## config.mk

```make
export PLATFORM = sky130hd
export DESIGN_NAME = t09_snake_game_sequencer
export DESIGN_NICKNAME = d
export VERILOG_FILES = /design/src/rtl/t09_snake_game_sequencer.sv
export SDC_FILE = /design/constraint.sdc
export NUM_CORES = 1
export LEC_CHECK = 0
export CAP_MARGIN = 20
export CORE_ASPECT_RATIO = 0.5
export CORE_UTILIZATION = 45
export CTS_CLUSTER_DIAMETER = 30
export DETAILED_ROUTE_END_ITERATION = 12
export PLACE_DENSITY = 0.73
export SKIP_CTS_REPAIR_TIMING = 1
export SLEW_MARGIN = 20
export SYNTH_ARGS = -nofsm -noshare
export SYNTH_HDL_FRONTEND = slang
export SYNTH_SLANG_ARGS = --single-unit
export TNS_END_PERCENT = 20
```

## constraint.sdc

```tcl
create_clock -name clk -period 1.9 [get_ports clk]
set_input_delay 0.57 -clock clk [delete_from_list [all_inputs] [get_ports clk]]
set_output_delay 0.57 -clock clk [all_outputs]
set_load 0.005 [all_outputs]
```

## src/rtl/t09_snake_game_sequencer.sv

```systemverilog
// Snake game sequencer: turns move ticks into sync strobes, waits for the datapath
// to settle, then scores wall/body/apple results and tracks length, score and game state.
module t09_snake_game_sequencer #(
  parameter int MAX_LENGTH  = 50,
  parameter int INIT_LENGTH = 3,
  parameter int SETTLE_CYC  = 2
) (
  input  logic       clk,
  input  logic       rst,
  input  logic       start,
  input  logic       move_tick,
  input  logic       wall_hit,
  input  logic       body_hit,
  input  logic       apple_hit,
  output logic       sync,
  output logic       apple_respawn,
  output logic [7:0] curr_length,
  output logic [7:0] score,
  output logic [2:0] state,
  output logic       game_over,
  output logic       game_win,
  output logic       tick_overrun
);

  localparam int CNT_W = $clog2(SETTLE_CYC + 2);

  typedef enum logic [2:0] {
    S_IDLE   = 3'd0,
    S_WAIT   = 3'd1,
    S_MOVE   = 3'd2,
    S_SETTLE = 3'd3,
    S_EVAL   = 3'd4,
    S_OVER   = 3'd5,
    S_WIN    = 3'd6
  } state_t;

  state_t             state_q, state_d;
  logic [CNT_W-1:0]   cnt_q, cnt_d;
  logic [7:0]         len_q, len_d;
  logic [7:0]         score_q, score_d;
  logic               sync_q, sync_d;
  logic               resp_q, resp_d;
  logic               ovr_q, ovr_d;
  logic               over_q, over_d;
  logic               win_q, win_d;

  logic collide;
  logic grow;
  logic busy;

  assign collide = wall_hit | body_hit;
  // An apple that does not complete the body keeps the game running and needs a new apple.
  assign grow    = (state_q == S_EVAL) && !collide && apple_hit &&
                   (len_q != 8'(MAX_LENGTH - 1));
  assign busy    = (state_q == S_MOVE) || (state_q == S_SETTLE) || (state_q == S_EVAL);

  // NOTE: sequential state uses non-blocking assignments so every flop samples pre-edge values.
  always_ff @(posedge clk) begin
    if (rst) begin
      state_q <= S_IDLE;
      cnt_q   <= '0;
      len_q   <= 8'(INIT_LENGTH);
      score_q <= '0;
      sync_q  <= 1'b0;
      resp_q  <= 1'b0;
      ovr_q   <= 1'b0;
      over_q  <= 1'b0;
      win_q   <= 1'b0;
    end else begin
      state_q <= state_d;
      cnt_q   <= cnt_d;
      len_q   <= len_d;
      score_q <= score_d;
      sync_q  <= sync_d;
      resp_q  <= resp_d;
      ovr_q   <= ovr_d;
      over_q  <= over_d;
      win_q   <= win_d;
    end
  end

  // NOTE: every comb output gets a default first so no path can infer a latch.
  always_comb begin
    state_d = state_q;
    cnt_d   = cnt_q;
    len_d   = len_q;
    score_d = score_q;
    unique case (state_q)
      S_IDLE: if (start) state_d = S_WAIT;
      S_WAIT: if (move_tick) state_d = S_MOVE;
      S_MOVE: begin
        cnt_d   = CNT_W'(SETTLE_CYC);
        state_d = (SETTLE_CYC == 0) ? S_EVAL : S_SETTLE;
      end
      S_SETTLE: begin
        cnt_d = cnt_q - 1'b1;
        if (cnt_q <= CNT_W'(1)) state_d = S_EVAL;
      end
      S_EVAL: begin
        if (collide) begin
          state_d = S_OVER;
        end else if (apple_hit) begin
          len_d   = len_q + 8'd1;
          score_d = (score_q == 8'hFF) ? score_q : score_q + 8'd1;
          state_d = (len_q == 8'(MAX_LENGTH - 1)) ? S_WIN : S_WAIT;
        end else begin
          state_d = S_WAIT;
        end
      end
      S_OVER, S_WIN: begin
        if (start) begin
          state_d = S_IDLE;
          len_d   = 8'(INIT_LENGTH);
          score_d = '0;
        end
      end
      default: state_d = S_IDLE;
    endcase
  end

  always_comb begin
    sync_d = (state_d == S_MOVE);
    resp_d = ((state_q == S_IDLE) && start) || grow;
    ovr_d  = busy && move_tick;
    over_d = (state_d == S_OVER);
    win_d  = (state_d == S_WIN);
  end

  assign sync          = sync_q;
  assign apple_respawn = resp_q;
  assign tick_overrun  = ovr_q;
  assign curr_length   = len_q;
  assign score         = score_q;
  assign state         = state_q;
  assign game_over     = over_q;
  assign game_win      = win_q;

endmodule
```

==> results of run 1 <==
-- cell families after synthesis --
| group | count (synthesis) | synth area share, % |
|---|---|---|
| flops | 26 | 38.2 |
| xor+xnor | 2 | 1.28 |
| compound gates | 38 | 19.2 |
| buf+inv | 13 | 4.49 |
| simple gates | 67 | 30.2 |
| fa+ha+maj | 4 | 3.67 |
| mux | 4 | 3.03 |
-- placed cells by master (no fill, tap or decap), types with 2 or more instances in the layout --
| master | instances |
|---|---|
| nand2b_1 | 2 |
| nand3_1 | 6 |
| and3_1 | 3 |
| buf_4 | 21 |
| o31ai_1 | 3 |
| nand4_1 | 4 |
| nand2_1 | 10 |
| nor4b_1 | 2 |
| or4_1 | 3 |
| a21oi_1 | 13 |
| nor2b_1 | 2 |
| dfxtp_1 | 24 |
| dfxtp_2 | 2 |
| dlymetal6s2s_1 | 3 |
| o21ai_0 | 10 |
| nor2_1 | 7 |
| and4_1 | 2 |
| and2_1 | 4 |
| inv_1 | 6 |
| clkbuf_8 | 4 |
| ha_1 | 4 |
| or3_1 | 6 |
| mux2i_1 | 3 |
| clkdlybuf4s50_1 | 27 |
| nor4_1 | 4 |
-- worst reg2reg max path: cells and delay by family, from the launching register on --
family	cells	cell delay (ps)
compound gates	1	430
buf+inv	1	190
flops	1	340
simple gates	3	780
-- worst max-delay path by stage --
| stage | start | endpoint | slack (ps) | cells after the start |
|---|---|---|---|---|
| 2_1_floorplan | body_hit | score[6] | 130 | 5 |
| 3_3_place_gp | body_hit | score[4] | -340 | 5 |
| 3_5_place_dp | body_hit | score[4] | -400 | 5 |
| 4_1_cts | body_hit | score[4] | -110 | 5 |
| 5_1_grt | curr_length[7] | sync | -10 | 5 |
| 6_report | start | score[4] | 50 | 5 |
-- sequential cells by signal, summed over array words and instances, names as in the netlist --
name	cells
sync	1
curr_length	8
game_win	1
apple_respawn	1
state	3
game_over	1
tick_overrun	1
cnt_q	2
score	8
-- final cells by class --
class / instances / area (um^2)
Inverter: 6 / 22.5
Multi-Input combinational cell: 116 / 815
Clock buffer: 4 / 55.1
Tap cell: 37 / 46.3
Sequential cell: 26 / 523
Timing Repair Buffer: 53 / 482
Fill cell: 229 / 790
-- stage by stage --
stage	util, %	setup TNS [ps]
6_report	71.1	0
5_1_grt	71.1	-15.6
4_1_cts	68.1	-690
3_5_place_dp	66.1	-5780
3_3_place_gp	66.1	-5220
2_1_floorplan	-	0
-- per-layer routing --
| metal | part of all wire [%] | vias up | track usage [%] |
|---|---|---|---|
| li1 | - | 689 | - |
| met1 | 53 | 629 | 27.0 |
| met2 | 43 | 31 | 34.6 |
| met3 | 3.9 | 0 | 4.67 |
| met4 | 0 | 0 | 4.02 |
| met5 | 0 | - | 0 |
-- where the power goes --
group          internal, W  switching [W]
sequential        0.000560      0.0000153
combinational     0.000105      0.0000939
clock             0.000185       0.000180
total             0.000850       0.000290
==> results.sh, run 1 <==
export IMPL_maxCapViolCount=0
export IMPL_coreArea_um2=2730
export IMPL_setup_violations=0
export IMPL_vdd_drop_max_mv=0.400
export IMPL_ys_top_cells_by_area="dfxtp_1 (38%), a21oi_1 (4.8%), ha_1 (3.7%)"
export IMPL_cts_tree="built"
export IMPL_ys_types=48
export IMPL_yosys_register_bits=26
export IMPL_pin_count=31
export IMPL_dpl_cell_area_um2=1810
export IMPL_start_util_pct=49.9
export IMPL_yosysMostFrequentCell="dfxtp_1"
export IMPL_die_x_um=79.9
export IMPL_insertion_delay_ps=270
export IMPL_grt_max_degree=15
export IMPL_relSlewSlack_pct=74.3
export IMPL_grt_overflow=0
export IMPL_cpMaxStageDelayCell="or4_1"
export IMPL_synth_top_cell_area_share_pct=38.2
export IMPL_ys_seq_area_share_pct=38.2
export IMPL_place_congestion=0.847
export IMPL_cp_end_kind="flip-flop"
export IMPL_routed_wl_um=3320
export IMPL_synthFlopType="dfxtp_1"
export IMPL_reg2reg_depth=5
export IMPL_synthTopCellsByCount="dfxtp_1 (26), a21oi_1 (13), nand2_1 (10), o21ai_0 (10), nor2_1 (8)"
export IMPL_fin_nets=217
export IMPL_crit_path_max_incr_delay_ps=550
export IMPL_antennaDiodeCount=0
export IMPL_total_power_w=0.00114
export IMPL_rows=13
export IMPL_power_density_nw_per_um2=587
export IMPL_num_vias=1349
export IMPL_drc_errors=0
export IMPL_cts_buffers=3
export IMPL_netlist_instances=154
export IMPL_vias_per_cell=5.57
export IMPL_place_inst=232
export IMPL_cts_sinks=26
export IMPL_status="completed"
export IMPL_hold_depth=2
export IMPL_grt_pass1_wl_um=4880
export IMPL_wire_per_inst_um=13.7
export IMPL_first_iter_violations=50
export IMPL_hold_path_class="flip-flop to flip-flop"
export IMPL_syn_area_um2=1360
export IMPL_synthArstFlopShare_pct=0
export IMPL_dr_pass1_iters=4
export IMPL_io_buffers=30
export IMPL_die_h_um=40.9
export IMPL_max_freq_mhz=539
export IMPL_antenna_left=0
export IMPL_worst_slack_ps=46.3
export IMPL_hold_start="score[6]"
export IMPL_min_period_over_period_pct=97.6
export IMPL_hpwl_um=2330
export IMPL_postSynthAreaPerCell_um2=8.86
export IMPL_worstPathRequired_ps=2100
export IMPL_grt_pass1_vias=1072
export IMPL_dp_slack_ps=-399
export IMPL_htree_levels=1
export IMPL_leakage_nw=0.744
export IMPL_synth_net_count=165
export IMPL_critical_path_top_delay_family="simple AND/OR/NAND/NOR gates"
export IMPL_worstSetupStartpointType="primary input"
export IMPL_postLayoutCellArea_um2=1940
export IMPL_tightest_slew_ps=382
export IMPL_crit_chain="clkdlybuf4s50_1, and2_4, a32oi_4, or4_1, a21oi_1"
export IMPL_critPathBufInv=1
export IMPL_path_class="primary input to flip-flop"
export IMPL_r2r_start="curr_length[7]"
export IMPL_fin_cells=242
export IMPL_critPathArrivalTime_ps=2060
export IMPL_r2r_end="sync"
export IMPL_grt_total_usage_pct=20.2
export IMPL_fp_dieArea_um2=3270
export IMPL_critPathMaxFanout=8
export IMPL_area_delta_synth_final_pct=42.5
export IMPL_slew_viol_final=0
export IMPL_antenna_found_initial=0
export IMPL_timing_hold_ws_ps=491
export IMPL_synth_edf_count=0
export IMPL_clock_skew_ps=2.06
export IMPL_period_needed_ps=1850
export IMPL_r2r_slack_ps=80
export IMPL_rsz0062_at_grt="yes"
export IMPL_drive_gt1_share_pct=19.0
export IMPL_clock_path_buffers=2
export IMPL_ys_warn_count=0
export IMPL_yosys_area_top_type="dfxtp_1"
export IMPL_hold_violations=0
export IMPL_clk_pin_slew_ps=90
export IMPL_holdPathEnd="score[6]"
export IMPL_root_buffer="clkbuf_8"
No activity file was read; power rests on OpenSTA's default activity.
==> inputs of run 2 (changes only) <==
--- a/config.mk
+++ b/config.mk
@@ -8,9 +8,9 @@
 export CAP_MARGIN = 20
 export CORE_ASPECT_RATIO = 0.5
 export CORE_UTILIZATION = 45
-export CTS_CLUSTER_DIAMETER = 30
+export CTS_CLUSTER_DIAMETER = 150
 export DETAILED_ROUTE_END_ITERATION = 12
-export PLACE_DENSITY = 0.73
+export PLACE_DENSITY = 0.79
 export SKIP_CTS_REPAIR_TIMING = 1
 export SLEW_MARGIN = 20
 export SYNTH_ARGS = -nofsm -noshare
==> run 2 against run 1 <==
Non-clock buffer count shrank 4; sequential cell count is the same; cell area decreased by 2.1%; critical path depth down 4; combinational power is 4% lower; highest routed layer is now met4; die area stayed put; critical path type is now flip-flop to output pin; largest cell class unchanged; sequential share of layout area grew 0.65 points.
==> results.sh, run 2 (synthesis gave the netlist of run 1 again) <==
export IMPL_dp_slack_ps=-345
export IMPL_grt_pass1_vias=1087
export IMPL_worstSetupStartpointType="flip-flop"
export IMPL_area_delta_synth_final_pct=39.4
export IMPL_switchingPower_w=0.000272
export IMPL_wire_per_inst_um=13.7
export IMPL_antennaDiodeCount=0
export IMPL_clockPowerShare_pct=28.5
export IMPL_num_vias=1373
export IMPL_period_needed_ps=1840
export IMPL_cts_sinks=26
export IMPL_maxCapViolCount=0
export IMPL_min_period_over_period_pct=97.0
export IMPL_final_cell_mix="clkdlybuf4s50_1 (27), dfxtp_1 (23), buf_4 (18)"
export IMPL_leakage_nw=0.717
export IMPL_clock_skew_ps=5.63
export IMPL_hold_violations=0
export IMPL_drive_gt1_share_pct=18.0
export IMPL_crit_chain="clkdlybuf4s50_1"
export IMPL_fp_dieArea_um2=3270
export IMPL_hold_path_class="flip-flop to flip-flop"
export IMPL_start_util_pct=49.9
export IMPL_grt_pass1_wl_um=4860
export IMPL_setup_violations=0
export IMPL_cp_end_kind="output pin"
export IMPL_tightest_slew_ps=361
export IMPL_p_comb_share_pct=17.8
export IMPL_fin_nets=213
export IMPL_finalSetupTns_ps=0
export IMPL_swShare_pct=25.2
export IMPL_vdd_drop_max_mv=0.327
export IMPL_critPathMaxFanout=4
export IMPL_power_density_nw_per_um2=566
export IMPL_dr_pass1_iters=4
export IMPL_first_iter_violations=82
export IMPL_routed_wl_um=3250
export IMPL_die_h_um=40.9
export IMPL_critPathArrivalTime_ps=1270
export IMPL_io_buffers=30
export IMPL_grt_total_usage_pct=20.3
export IMPL_power_frac_seq_pct=53.7
export IMPL_antenna_left=0
export IMPL_htree_levels=1
export IMPL_status="completed"
export IMPL_insertion_delay_ps=270
export IMPL_antenna_found_initial=0
export IMPL_clock_path_buffers=2
export IMPL_path_class="flip-flop to output pin"
export IMPL_root_buffer="clkbuf_8"
export IMPL_worst_slack_ps=56.8
export IMPL_grt_max_degree=17
export IMPL_grt_overflow=0
export IMPL_rows=13
export IMPL_hpwl_um=2320
export IMPL_cts_tree="built"
export IMPL_clk_pin_slew_ps=90
export IMPL_cpMaxStageDelayCell="clkdlybuf4s50_1"
export IMPL_vias_per_cell=5.79
export IMPL_coreArea_um2=2730
export IMPL_place_congestion=0.824
export IMPL_worstPathRequired_ps=1330
export IMPL_relSlewSlack_pct=75.7
export IMPL_pin_count=31
export IMPL_drc_errors=0
export IMPL_p_int_w=0.000804
export IMPL_slew_viol_final=0
export IMPL_cts_buffers=3
export IMPL_crit_path_max_incr_delay_ps=540
export IMPL_critical_path_top_delay_family="buffers and inverters"
export IMPL_rsz0062_at_grt="no"
export IMPL_die_x_um=79.9
export IMPL_critPathBufInv=1
export IMPL_max_freq_mhz=543
export IMPL_mostFrequentLayoutCell="clkdlybuf4s50_1"
[run 2: through the flow]
step / power (W) / hold WS, ps / cells / cell area [um^2] / utilization (%)
4_1_cts: 0.00108 / 496 / 235 / 1850 / 67.6
2_1_floorplan: 0.000685 / 467 / 154 / 1360 / -
3_3_place_gp: 0.000769 / 470 / 232 / 1810 / 66.1
6_report: 0.00108 / 494 / 237 / 1900 / 69.6
5_1_grt: 0.00113 / 512 / 237 / 1900 / 69.6
3_5_place_dp: 0.000772 / 484 / 232 / 1810 / 66.1
[run 2: path summary, 6_finish.rpt]
kind | cells past startpoint | from | end | slack (ps)
setup / recovery | 1 | state[1] | state[1] | 60
hold / removal | 2 | score[7] | score[7] | 490
setup reg to reg | 5 | score[0] | score[3] | 120
hold reg to reg | 2 | score[7] | score[7] | 490
[run 2: final cells by class]
| class | instances | area (um^2) |
|---|---|---|
| flip-flops and latches | 26 | 524 |
| multi-input cells | 116 | 813 |
| inverters | 6 | 22.5 |
| clock buffers | 3 | 41.3 |
| repair buffers | 49 | 454 |
| fillers | 211 | 831 |
| well taps | 37 | 46.3 |
[run 2: power groups by stage]
stage	sequential (W)	clock [W]	combinational [W]
floorplan	0.000582	0	0.000103
global placement	0.000589	0	0.000180
detailed placement	0.000590	0	0.000182
CTS	0.000578	0.000317	0.000184
global route	0.000581	0.000343	0.000209
finish	0.000578	0.000307	0.000191
[run 2: metal layers]
metal	routed length (um)	share of wire, %	GRT usage, %	vias to the layer above
li1	-	-	-	676
met1	1600	49	25.4	652
met3	158	4.9	5.33	4
met5	0	0	0	-
met2	1470	45	36.3	41
met4	19	0.58	5.36	0
[run 2: worst min-delay path, delay by kind of cell (launching register included)]
kind	cells	cell delay, ps
AOI/OAI and AO/OA	2	120
DFF	1	340
